[config.mk]
export PLATFORM = sky130hd
export DESIGN_NAME = pong_rally_engine
export DESIGN_NICKNAME = d
export VERILOG_FILES = /design/src/rtl/pong_rally_engine_pkg.sv /design/src/rtl/pong_rally_engine_rise_detect.sv /design/src/rtl/pong_rally_engine.sv
export SDC_FILE = /design/constraint.sdc
export NUM_CORES = 1
export LEC_CHECK = 0
export BUFFER_PORTS_ARGS = -buffer_cell sky130_fd_sc_hd__buf_2
export CAP_MARGIN = 30
export CELL_PAD_IN_SITES_DETAIL_PLACEMENT = 0
export CELL_PAD_IN_SITES_GLOBAL_PLACEMENT = 1
export CORE_MARGIN = 5
export CORE_UTILIZATION = 45
export CTS_CLUSTER_DIAMETER = 40
export DETAILED_ROUTE_END_ITERATION = 10
export PLACE_DENSITY = 0.78
export SYNTH_ARGS = -nofsm -noshare
export SYNTH_HDL_FRONTEND = slang
export SYNTH_SLANG_ARGS = --single-unit
[constraint.sdc]
create_clock -name Clk -period 2.6 [get_ports Clk]
set_input_delay 0.26 -clock Clk [delete_from_list [all_inputs] [get_ports Clk]]
set_output_delay 0.26 -clock Clk [all_outputs]
set_load 0.005 [all_outputs]
[src/rtl/pong_rally_engine_pkg.sv]
// Shared definitions for the two-player pong rally engine: state codes,
// server identity, LED pattern constants and a width helper.
package pong_rally_engine_pkg;

    typedef enum logic [2:0] {
        S_WAIT      = 3'd0,
        S_MOVE_R    = 3'd1,
        S_MOVE_L    = 3'd2,
        S_FLASH_ON  = 3'd3,
        S_FLASH_OFF = 3'd4
    } state_t;

    typedef enum logic {
        SERVER_LEFT  = 1'b0,
        SERVER_RIGHT = 1'b1
    } server_t;

    // Flash patterns, sliced down to the bar width by the user (bars up to 64 LEDs).
    localparam logic [63:0] ALL_ON  = '1;
    localparam logic [63:0] ALL_OFF = '0;

    // Bits needed to index value distinct positions; never less than one.
    function automatic int clog2(input int value);
        int w;
        w = 1;
        while ((1 << w) < value) begin
            w = w + 1;
        end
        return w;
    endfunction

endpackage

[src/rtl/pong_rally_engine_rise_detect.sv]
// One-bit rising-edge detector: compares the live input against the sample
// taken on the previous clock, so an edge is visible in the cycle it arrives.
module pong_rally_engine_rise_detect (
    input  logic Clk,
    input  logic r_n,
    input  logic sig,
    output logic rise
);

    logic prev_reg;

    // Remember last cycle's level of the button.
    always_ff @(posedge Clk or negedge r_n) begin
        if (!r_n) begin
            prev_reg <= 1'b0;
        end else begin
            prev_reg <= sig;
        end
    end

    assign rise = sig & ~prev_reg;

endmodule

[src/rtl/pong_rally_engine.sv]
// Two-player pong on an LED bar: a one-hot ball moves one LED per tick,
// paddles return it at the ends, misses score a point and trigger a flash.
module pong_rally_engine
    import pong_rally_engine_pkg::*;
#(
    parameter int WIDTH          = 8,
    parameter int HIT_W          = 7,
    parameter int LEVEL_W        = 4,
    parameter int HITS_PER_LEVEL = 4,
    parameter int FLASH_COUNT    = 3,
    parameter int SCORE_W        = 4
) (
    input  logic               Clk,
    input  logic               r_n,
    input  logic               b,
    input  logic               p_l,
    input  logic               p_r,
    input  logic               tick,
    output logic [WIDTH-1:0]   out,
    output logic [HIT_W-1:0]   hit,
    output logic [LEVEL_W-1:0] level,
    output logic [SCORE_W-1:0] score_l,
    output logic [SCORE_W-1:0] score_r,
    output logic               busy
);

    localparam int POS_W   = clog2(WIDTH);
    localparam int FLASH_W = clog2(FLASH_COUNT);
    localparam int SUB_W   = clog2(HITS_PER_LEVEL);

    localparam logic [POS_W-1:0]   POS_MAX    = POS_W'(WIDTH - 1);
    localparam logic [FLASH_W-1:0] FLASH_LAST = FLASH_W'(FLASH_COUNT - 1);
    localparam logic [SUB_W-1:0]   SUB_LAST   = SUB_W'(HITS_PER_LEVEL - 1);

    localparam logic [WIDTH-1:0] LED_ALL_ON  = ALL_ON[WIDTH-1:0];
    localparam logic [WIDTH-1:0] LED_ALL_OFF = ALL_OFF[WIDTH-1:0];
    localparam logic [WIDTH-1:0] LED_LEFT    = {{(WIDTH-1){1'b0}}, 1'b1};
    localparam logic [WIDTH-1:0] LED_RIGHT   = {1'b1, {(WIDTH-1){1'b0}}};

    state_t               state_reg;
    server_t              server_reg;
    logic [POS_W-1:0]     pos_reg;
    logic [FLASH_W-1:0]   flash_cnt_reg;
    logic [SUB_W-1:0]     sub_cnt_reg;
    logic                 ret_r_reg;
    logic                 ret_l_reg;
    logic [WIDTH-1:0]     out_reg;
    logic                 busy_reg;
    logic [HIT_W-1:0]     hit_reg;
    logic [LEVEL_W-1:0]   level_reg;
    logic [SCORE_W-1:0]   score_l_reg;
    logic [SCORE_W-1:0]   score_r_reg;

    // Button edge detectors: index 0 = serve, 1 = left paddle, 2 = right paddle.
    logic [2:0] btn_raw;
    logic [2:0] btn_rise;
    assign btn_raw = {p_r, p_l, b};

    genvar gi;
    generate
        for (gi = 0; gi < 3; gi++) begin : g_rise
            pong_rally_engine_rise_detect u_rise (
                .Clk  (Clk),
                .r_n  (r_n),
                .sig  (btn_raw[gi]),
                .rise (btn_rise[gi])
            );
        end
    endgenerate

    logic rise_b, rise_pl, rise_pr;
    assign rise_b  = btn_rise[0];
    assign rise_pl = btn_rise[1];
    assign rise_pr = btn_rise[2];

    // Rally events; a paddle edge landing on the deciding tick still counts.
    logic at_right, at_left;
    logic serve, return_r, return_l, miss_r, miss_l;
    assign at_right = (pos_reg == POS_MAX);
    assign at_left  = (pos_reg == '0);
    assign serve    = (state_reg == S_WAIT) && rise_b;
    assign return_r = (state_reg == S_MOVE_R) && tick && at_right && (ret_r_reg || rise_pr);
    assign return_l = (state_reg == S_MOVE_L) && tick && at_left  && (ret_l_reg || rise_pl);
    assign miss_r   = (state_reg == S_MOVE_R) && tick && at_right && !(ret_r_reg || rise_pr);
    assign miss_l   = (state_reg == S_MOVE_L) && tick && at_left  && !(ret_l_reg || rise_pl);

    // Main game FSM; the LED pattern and busy are registered alongside the state.
    always_ff @(posedge Clk or negedge r_n) begin
        if (!r_n) begin
            state_reg     <= S_WAIT;
            server_reg    <= SERVER_LEFT;
            pos_reg       <= '0;
            flash_cnt_reg <= '0;
            ret_r_reg     <= 1'b0;
            ret_l_reg     <= 1'b0;
            out_reg       <= LED_LEFT;
            busy_reg      <= 1'b0;
        end else begin
            case (state_reg)
                S_WAIT: begin
                    if (rise_b) begin
                        busy_reg <= 1'b1;
                        if (server_reg == SERVER_LEFT) begin
                            state_reg <= S_MOVE_R;
                            pos_reg   <= '0;
                            out_reg   <= LED_LEFT;
                        end else begin
                            state_reg <= S_MOVE_L;
                            pos_reg   <= POS_MAX;
                            out_reg   <= LED_RIGHT;
                        end
                    end
                end
                S_MOVE_R: begin
                    // Only an edge while the ball sits on the last LED arms a return.
                    if (at_right && rise_pr) begin
                        ret_r_reg <= 1'b1;
                    end
                    if (tick) begin
                        if (!at_right) begin
                            pos_reg <= pos_reg + 1'b1;
                            out_reg <= LED_LEFT << (pos_reg + 1'b1);
                        end else if (return_r) begin
                            state_reg <= S_MOVE_L;
                            pos_reg   <= POS_MAX - 1'b1;
                            out_reg   <= LED_LEFT << (POS_MAX - 1'b1);
                            ret_r_reg <= 1'b0;
                        end else begin
                            server_reg    <= SERVER_RIGHT;
                            state_reg     <= S_FLASH_ON;
                            flash_cnt_reg <= '0;
                            out_reg       <= LED_ALL_ON;
                        end
                    end
                end
                S_MOVE_L: begin
                    if (at_left && rise_pl) begin
                        ret_l_reg <= 1'b1;
                    end
                    if (tick) begin
                        if (!at_left) begin
                            pos_reg <= pos_reg - 1'b1;
                            out_reg <= LED_LEFT << (pos_reg - 1'b1);
                        end else if (return_l) begin
                            state_reg <= S_MOVE_R;
                            pos_reg   <= POS_W'(1);
                            out_reg   <= LED_LEFT << 1;
                            ret_l_reg <= 1'b0;
                        end else begin
                            server_reg    <= SERVER_LEFT;
                            state_reg     <= S_FLASH_ON;
                            flash_cnt_reg <= '0;
                            out_reg       <= LED_ALL_ON;
                        end
                    end
                end
                S_FLASH_ON: begin
                    if (tick) begin
                        state_reg <= S_FLASH_OFF;
                        out_reg   <= LED_ALL_OFF;
                    end
                end
                S_FLASH_OFF: begin
                    if (tick) begin
                        if (flash_cnt_reg == FLASH_LAST) begin
                            state_reg <= S_WAIT;
                            busy_reg  <= 1'b0;
                            out_reg   <= (server_reg == SERVER_LEFT) ? LED_LEFT : LED_RIGHT;
                        end else begin
                            state_reg     <= S_FLASH_ON;
                            flash_cnt_reg <= flash_cnt_reg + 1'b1;
                            out_reg       <= LED_ALL_ON;
                        end
                    end
                end
                default: begin
                    state_reg <= S_WAIT;
                    out_reg   <= LED_ALL_OFF;
                    busy_reg  <= 1'b0;
                end
            endcase
        end
    end

    // Rally statistics: cleared by a serve, bumped by every return, saturating.
    always_ff @(posedge Clk or negedge r_n) begin
        if (!r_n) begin
            hit_reg     <= '0;
            level_reg   <= '0;
            sub_cnt_reg <= '0;
        end else if (serve) begin
            hit_reg     <= '0;
            level_reg   <= '0;
            sub_cnt_reg <= '0;
        end else if (return_r || return_l) begin
            if (hit_reg != '1) begin
                hit_reg <= hit_reg + 1'b1;
            end
            if (sub_cnt_reg == SUB_LAST) begin
                sub_cnt_reg <= '0;
                if (level_reg != '1) begin
                    level_reg <= level_reg + 1'b1;
                end
            end else begin
                sub_cnt_reg <= sub_cnt_reg + 1'b1;
            end
        end
    end

    // Scores survive serves and only clear on reset; a miss credits the opponent.
    always_ff @(posedge Clk or negedge r_n) begin
        if (!r_n) begin
            score_l_reg <= '0;
            score_r_reg <= '0;
        end else begin
            if (miss_r && (score_l_reg != '1)) begin
                score_l_reg <= score_l_reg + 1'b1;
            end
            if (miss_l && (score_r_reg != '1)) begin
                score_r_reg <= score_r_reg + 1'b1;
            end
        end
    end

    assign out     = out_reg;
    assign busy    = busy_reg;
    assign hit     = hit_reg;
    assign level   = level_reg;
    assign score_l = score_l_reg;
    assign score_r = score_r_reg;

endmodule

* After elaboration in Yosys (flattened, before gate mapping)
Index checks and enable logic that the tools add are counted.
** Operators by class
- Add/sub/neg operators :: 8
- Equality and inequality tests :: 24
- Shift operators :: 2
- Multiplexer cells :: 71
- Bitwise operators :: 7
- Reductions and logical operators :: 36
** Operators with widths (count)
- 2-to-1 mux 8 bit :: 11
- 2-to-1 mux 3 bit :: 15
- case mux 8 bit (5 select lines) :: 1
- 2-to-1 mux 2 bit :: 14
- inequality test 2 bit, second input constant :: 11
- 2-to-1 mux 7 bit :: 3
- 2-to-1 mux 1 bit :: 18
- 2-to-1 mux 4 bit :: 4
- left shift 1 x 3 -> 8 bit, first input constant :: 2
- case mux 3 bit (5 select lines) :: 1
- AND reduction 7 bit :: 2
- logical AND 1 bit :: 13
- adder 4 x 1 -> 4 bit, second input constant :: 3
- inequality test 4 bit, second input constant :: 3
- nonzero test 2 bit :: 5
- case mux 3 bit (3 select lines) :: 1
- AND reduction 9 bit :: 1
- adder 7 x 1 -> 7 bit, second input constant :: 1
- inequality test 7 bit, second input constant :: 1
- == test 3 x 2 -> 1 bit, second input constant :: 2
- == test 3 bit, second input constant :: 2
- logical NOT 3 bit :: 2
- inequality test 3 bit, second input constant :: 2
- case mux 2 bit (3 select lines) :: 1
- 18 further kinds :: 29
** Storage, ports and cells
- Register bits after elaboration :: 44
- Bits of input ports :: 6
- Logic and storage cells :: 164

* Depth between registers and ports, before layout
- Depth after elaboration :: 8
- Mapped depth :: 8

* Modules after synthesis
From an unflattened synthesis, not the netlist that was laid out.
** Unflattened totals
- Cell total of the unflattened synthesis :: 286
- Area, all modules :: 2701.3 um2
** Modules (own cells, without submodules)
- pong_rally_engine :: times used 1, cells an instance 280, area an instance 2585.0 um2
- pong_rally_engine_rise_detect :: times used 3, cells an instance 2, area an instance 38.8 um2

* Worst setup path after synthesis
Ideal clock, no wire load.
- Kind :: register to register
- Start point :: register pos_reg[0]
- End point :: register score_l_reg[1] (netlist: score_l[1])
- Setup time :: 0.125 ns
- Arrival :: 1.974 ns
- Required time :: 2.475 ns
- Setup slack :: 0.501 ns
- Cell stages (with the launch flop) :: 7
- Buffers on the path :: 1
- Cells stage by stage :: dfrtp_1 > ha_1 > ha_1 > clkbuf_1 > nand3_1 > a311oi_2 > mux2_2
** Between the ends
- Word-level cells in the longest chain between the ends :: 4
** Ends and longest elaborated chain
- from (decl) :: RTL line pong_rally_engine.sv:42 : logic [POS_W-1:0] pos_reg;
- from (signal assigned) :: RTL line pong_rally_engine.sv:121 : pos_reg <= pos_reg + 1'b1;
- from (signal assigned) :: RTL line pong_rally_engine.sv:125 : pos_reg <= POS_MAX - 1'b1;
- from (signal assigned) :: RTL line pong_rally_engine.sv:142 : pos_reg <= pos_reg - 1'b1;
- == test 3 bit :: RTL line pong_rally_engine.sv:79 : assign at_right = (pos_reg == POS_MAX);
- logical AND 1 bit (2 in a row) :: RTL line pong_rally_engine.sv:84 : assign miss_r = (state_reg == S_MOVE_R) && tick && at_right && !(ret_r_reg || rise_pr);
- logical AND 1 bit :: RTL line pong_rally_engine.sv:216 : if (miss_r && (score_l_reg != '1)) begin
- to (signal assigned) :: RTL line pong_rally_engine.sv:217 : score_l_reg <= score_l_reg + 1'b1;
- to (decl) :: RTL line pong_rally_engine.sv:51 : logic [SCORE_W-1:0] score_l_reg;
Every way passes these cells.
A chain may end at the register's enable or synchronous reset.

* Worst setup path after layout
- Start point :: register pos_reg[0]
- End point :: register flash_cnt_reg[1]
** Between the ends
- Word-level cells in the longest chain between the ends :: 5
** Ends and longest elaborated chain
- == test 3 bit / logical NOT 3 bit (equally long branches) :: RTL line pong_rally_engine.sv:79, pong_rally_engine.sv:80
- logical AND 1 bit, on equally long branches (2 in a row) :: RTL line pong_rally_engine.sv:82, pong_rally_engine.sv:83
- inequality test 2 bit (no source line)
- AND reduction 9 bit (no source line) (*)
- to (signal assigned) :: RTL line pong_rally_engine.sv:171 : flash_cnt_reg <= flash_cnt_reg + 1'b1;
- to (decl) :: RTL line pong_rally_engine.sv:43 : logic [FLASH_W-1:0] flash_cnt_reg;
Mark *: on every way between the ends. The rest lies on a longest branch, timed or not.

==> flow_summary.toml <==
[job]
max_cap_viol_count = 0

[sta]
setup-violations-final = 0
min_period_over_period_pct = 87.31
hold_viol = 0
clock_skew_ps = 12.72
tns_ps = 0
finalMaxSlewViolations = 0
min_period_ps = 2270
max_freq_mhz = 440.5
relSlewSlack_pct = 56.87
rsz0062_at_grt = "no"
worst_pin_slew_ps = 640.2

[critical_path]
arrival_ps = 2450
critical_path_class = "flop to flop"
endpoint_kind = "flop"
crit_chain = "ha_1 > ha_1 > nand4bb_1 > o21ai_0 > nor4_2 > mux2_1"
worst-r2r-cell-count = 6
max_stage_delay_ps = 480
start_kind = "flop"
cp_max_fo = 14
cpMostUsedCell = "ha_1"
r2r-end = "flash_cnt_reg[1]"
r2r_slack_ps = 330
r2r-start = "pos_reg[0]"
crit_slowest_cell = "ha_1"
critPathRequiredTime_ps = 2780

[clock_network]
cts_tree = "built"
clk-insertion-delay-late_ps = 310
postCtsSetupBuffers = 0
cts_buffers = 5
cts-root-buf = "clkbuf_8"
cts.clk_slew.worst_paths_ps = 80
cts_resized = 0
clock-sinks = 44
cts_buffer_depth = 2
htreeDepth = 2
cts_hold_buf = 1

[run_status]
status = "finished clean"

[grt]
grt_pass1_vias = 2172
grt_max_degree = 24
grt_pass1_wl_mm = 10.62
antenna_found_initial = 0
grtUsageTotal_pct = 17.75
overflow = 0

[synthesis]
synth_top_flop_cell = "dfrtp_1"
synth_async_sr_flop_share_pct = 100.0
yosysUniqueCellTypes = 59
synthCells = 276
avgSynthCellArea_um2 = 9.647
synth-seq-area-share_pct = 41.40
syn_area_um2 = 2663
synth_nets = 297
synth_seq_cells = 44
synth_edf_count = 0
synth_warnings = 0

[floorplan]
fp.dieW_um = 86.92
row_count = 28
dieArea_um2 = 7555
core_area_um2 = 5851
io_pins = 34
die_h_um = 86.92
initial_utilization_pct = 45.51

[layout]
largest_register_ffs = 8
antenna_cells = 0
area_growth_pct = 16.02
stdcell_area_um2 = 3089
nets = 340
fillers = 545
drive_gt1_share_pct = 22.81

[drt]
drt_pass1_iterations = 5
drtIter0Drc = 97
wl_mm = 6.240
num_vias = 2228
viasPerCell = 5.641
detail_route.wl_per_cell_um = 15.80
drc = 0
final_antenna_net_count = 0

[worst_hold_path]
min_to = "g_rise[2].u_rise.prev_reg"
hp-class = "primary input to flop"
hold_path_depth = 1
worstHoldStart = "p_r"

[placed_design]
port_buffers = 33
postPlaceCellArea_um2 = 2985
dp_hpwl_mm = 4.741
gp_congestion = 0.9486

[power]
powerDensity_nw_per_um2 = 892.3
vdd_drop_max_mv = 0.3080
leakage_nw = 1.458
synthesized netlist by cell type (2+ instances only):
| master | n | area [um2] |
|---|---|---|
| a21o_1 | 2 | 15.01 |
| xor2_1 | 4 | 35.03 |
| a221o_1 | 3 | 30.03 |
| clkbuf_1 | 3 | 11.26 |
| mux2i_1 | 5 | 50.05 |
| dfrtp_1 | 43 | 1076 |
| o2111ai_2 | 2 | 30.03 |
| a211oi_2 | 2 | 25.02 |
| and3_1 | 2 | 12.51 |
| and4_1 | 2 | 17.52 |
| a211o_1 | 2 | 17.52 |
| or3_1 | 2 | 12.51 |
| nor2_1 | 21 | 78.83 |
| buf_2 | 7 | 35.03 |
| nand2b_1 | 7 | 43.79 |
| a31oi_1 | 3 | 18.77 |
| inv_1 | 6 | 22.52 |
| xnor2_1 | 9 | 78.83 |
| o22ai_1 | 3 | 18.77 |
| o21a_1 | 2 | 15.01 |
| a21oi_2 | 2 | 17.52 |
| nand2_1 | 30 | 112.6 |
| o21ai_0 | 17 | 85.08 |
| nor2b_1 | 7 | 43.79 |
| mux2_2 | 5 | 56.30 |
| a211oi_1 | 2 | 15.01 |
| a41oi_1 | 2 | 17.52 |
| ha_1 | 15 | 187.7 |
| a21oi_1 | 15 | 75.07 |
| nand3_1 | 8 | 40.04 |
| nor3_1 | 7 | 35.03 |
| o211ai_1 | 4 | 30.03 |
| nand4_1 | 5 | 31.28 |
| and2_1 | 2 | 12.51 |
logic make-up after synthesis:
family / after synthesis / share of synthesized area, %
fa+ha+maj: 15 / 7.049
flops: 44 / 41.40
compound gates: 72 / 19.36
xor+xnor: 13 / 4.276
buf+inv: 17 / 2.866
simple gates: 104 / 20.63
mux: 11 / 4.417
cell type report:
cell class / count / area [um2] / area share [%]
clock buffer: 7 / 86.33 / 2.795
clock inverter: 1 / 7.507 / 0.2430
inverter: 6 / 22.52 / 0.7290
multi-input combinational: 215 / 1484 / 48.04
sequential: 44 / 1102 / 35.68
tap: 75 / 93.84 / 3.038
timing repair buffer: 47 / 292.8 / 9.478
per-layer routing:
layer	global-route usage [%]	vias up	share of wire [%]	routed length, um
li1	-	1102	-	-
met1	23.56	1072	48	2977
met2	29.61	46	48	2964
met3	2.933	8	3.8	238
met4	5.382	0	0.96	60
met5	0	-	0	0
power breakdown:
group / internal (W) / switching, W / total (W)
Combinational: 0.000566 / 0.000736 / 0.00130
Sequential: 0.000834 / 0.000157 / 0.000991
Clock: 0.000216 / 0.000246 / 0.000463
cells in the final DEF, fill, tap and decap left out, drive strengths merged, types with 4 or more instances in the layout:
| cell | count |
|---|---|
| nand4 | 5 |
| nand2b | 7 |
| xor2 | 4 |
| dfrtp | 43 |
| clkbuf | 7 |
| nand2 | 30 |
| buf | 46 |
| mux2 | 6 |
| nand3 | 8 |
| mux2i | 5 |
| a211oi | 4 |
| o211ai | 4 |
| a21oi | 17 |
| xnor2 | 9 |
| nor2 | 22 |
| ha | 15 |
| inv | 6 |
| o21ai | 17 |
| nor2b | 7 |
| nor3 | 7 |
how the worst max path moves through the flow:
stage / slack (ps) / depth (start not counted) / from / end
finish: 330 / 6 / pos_reg[0] / flash_cnt_reg[1]
global route: 150 / 7 / pos_reg[0] / pos_reg[2]
CTS: 350 / 7 / pos_reg[0] / flash_cnt_reg[1]
detailed placement: 370 / 7 / pos_reg[0] / flash_cnt_reg[1]
global placement: 370 / 7 / pos_reg[0] / flash_cnt_reg[1]
floorplan: 500 / 6 / pos_reg[0] / score_l[1]
worst max-delay path, delay by kind of cell (launching register included):
kind / cells / cell delay [ps]
adder cells (fa/ha/maj): 2 / 670
AO/OA/AOI/OAI: 1 / 420
flip-flops: 1 / 400
AND/OR/NAND/NOR: 2 / 340
multiplexers: 1 / 320
stage by stage:
stage | power, W | instances | utilization, % | setup WS [ps] | hold WS (ps)
floorplan | 0.001881 | 276 | - | 501.2 | -35.59
global placement | 0.002291 | 385 | 50.56 | 372.6 | 380.2
detailed placement | 0.002306 | 386 | 51.03 | 365.2 | 283.3
CTS | 0.002775 | 395 | 52.80 | 346.4 | 69.24
global route | 0.002974 | 395 | 52.80 | 153.3 | 59.22
finish | 0.002757 | 395 | 52.80 | 330.0 | 79.12
Note: power is estimated with default switching activity, not from simulation.
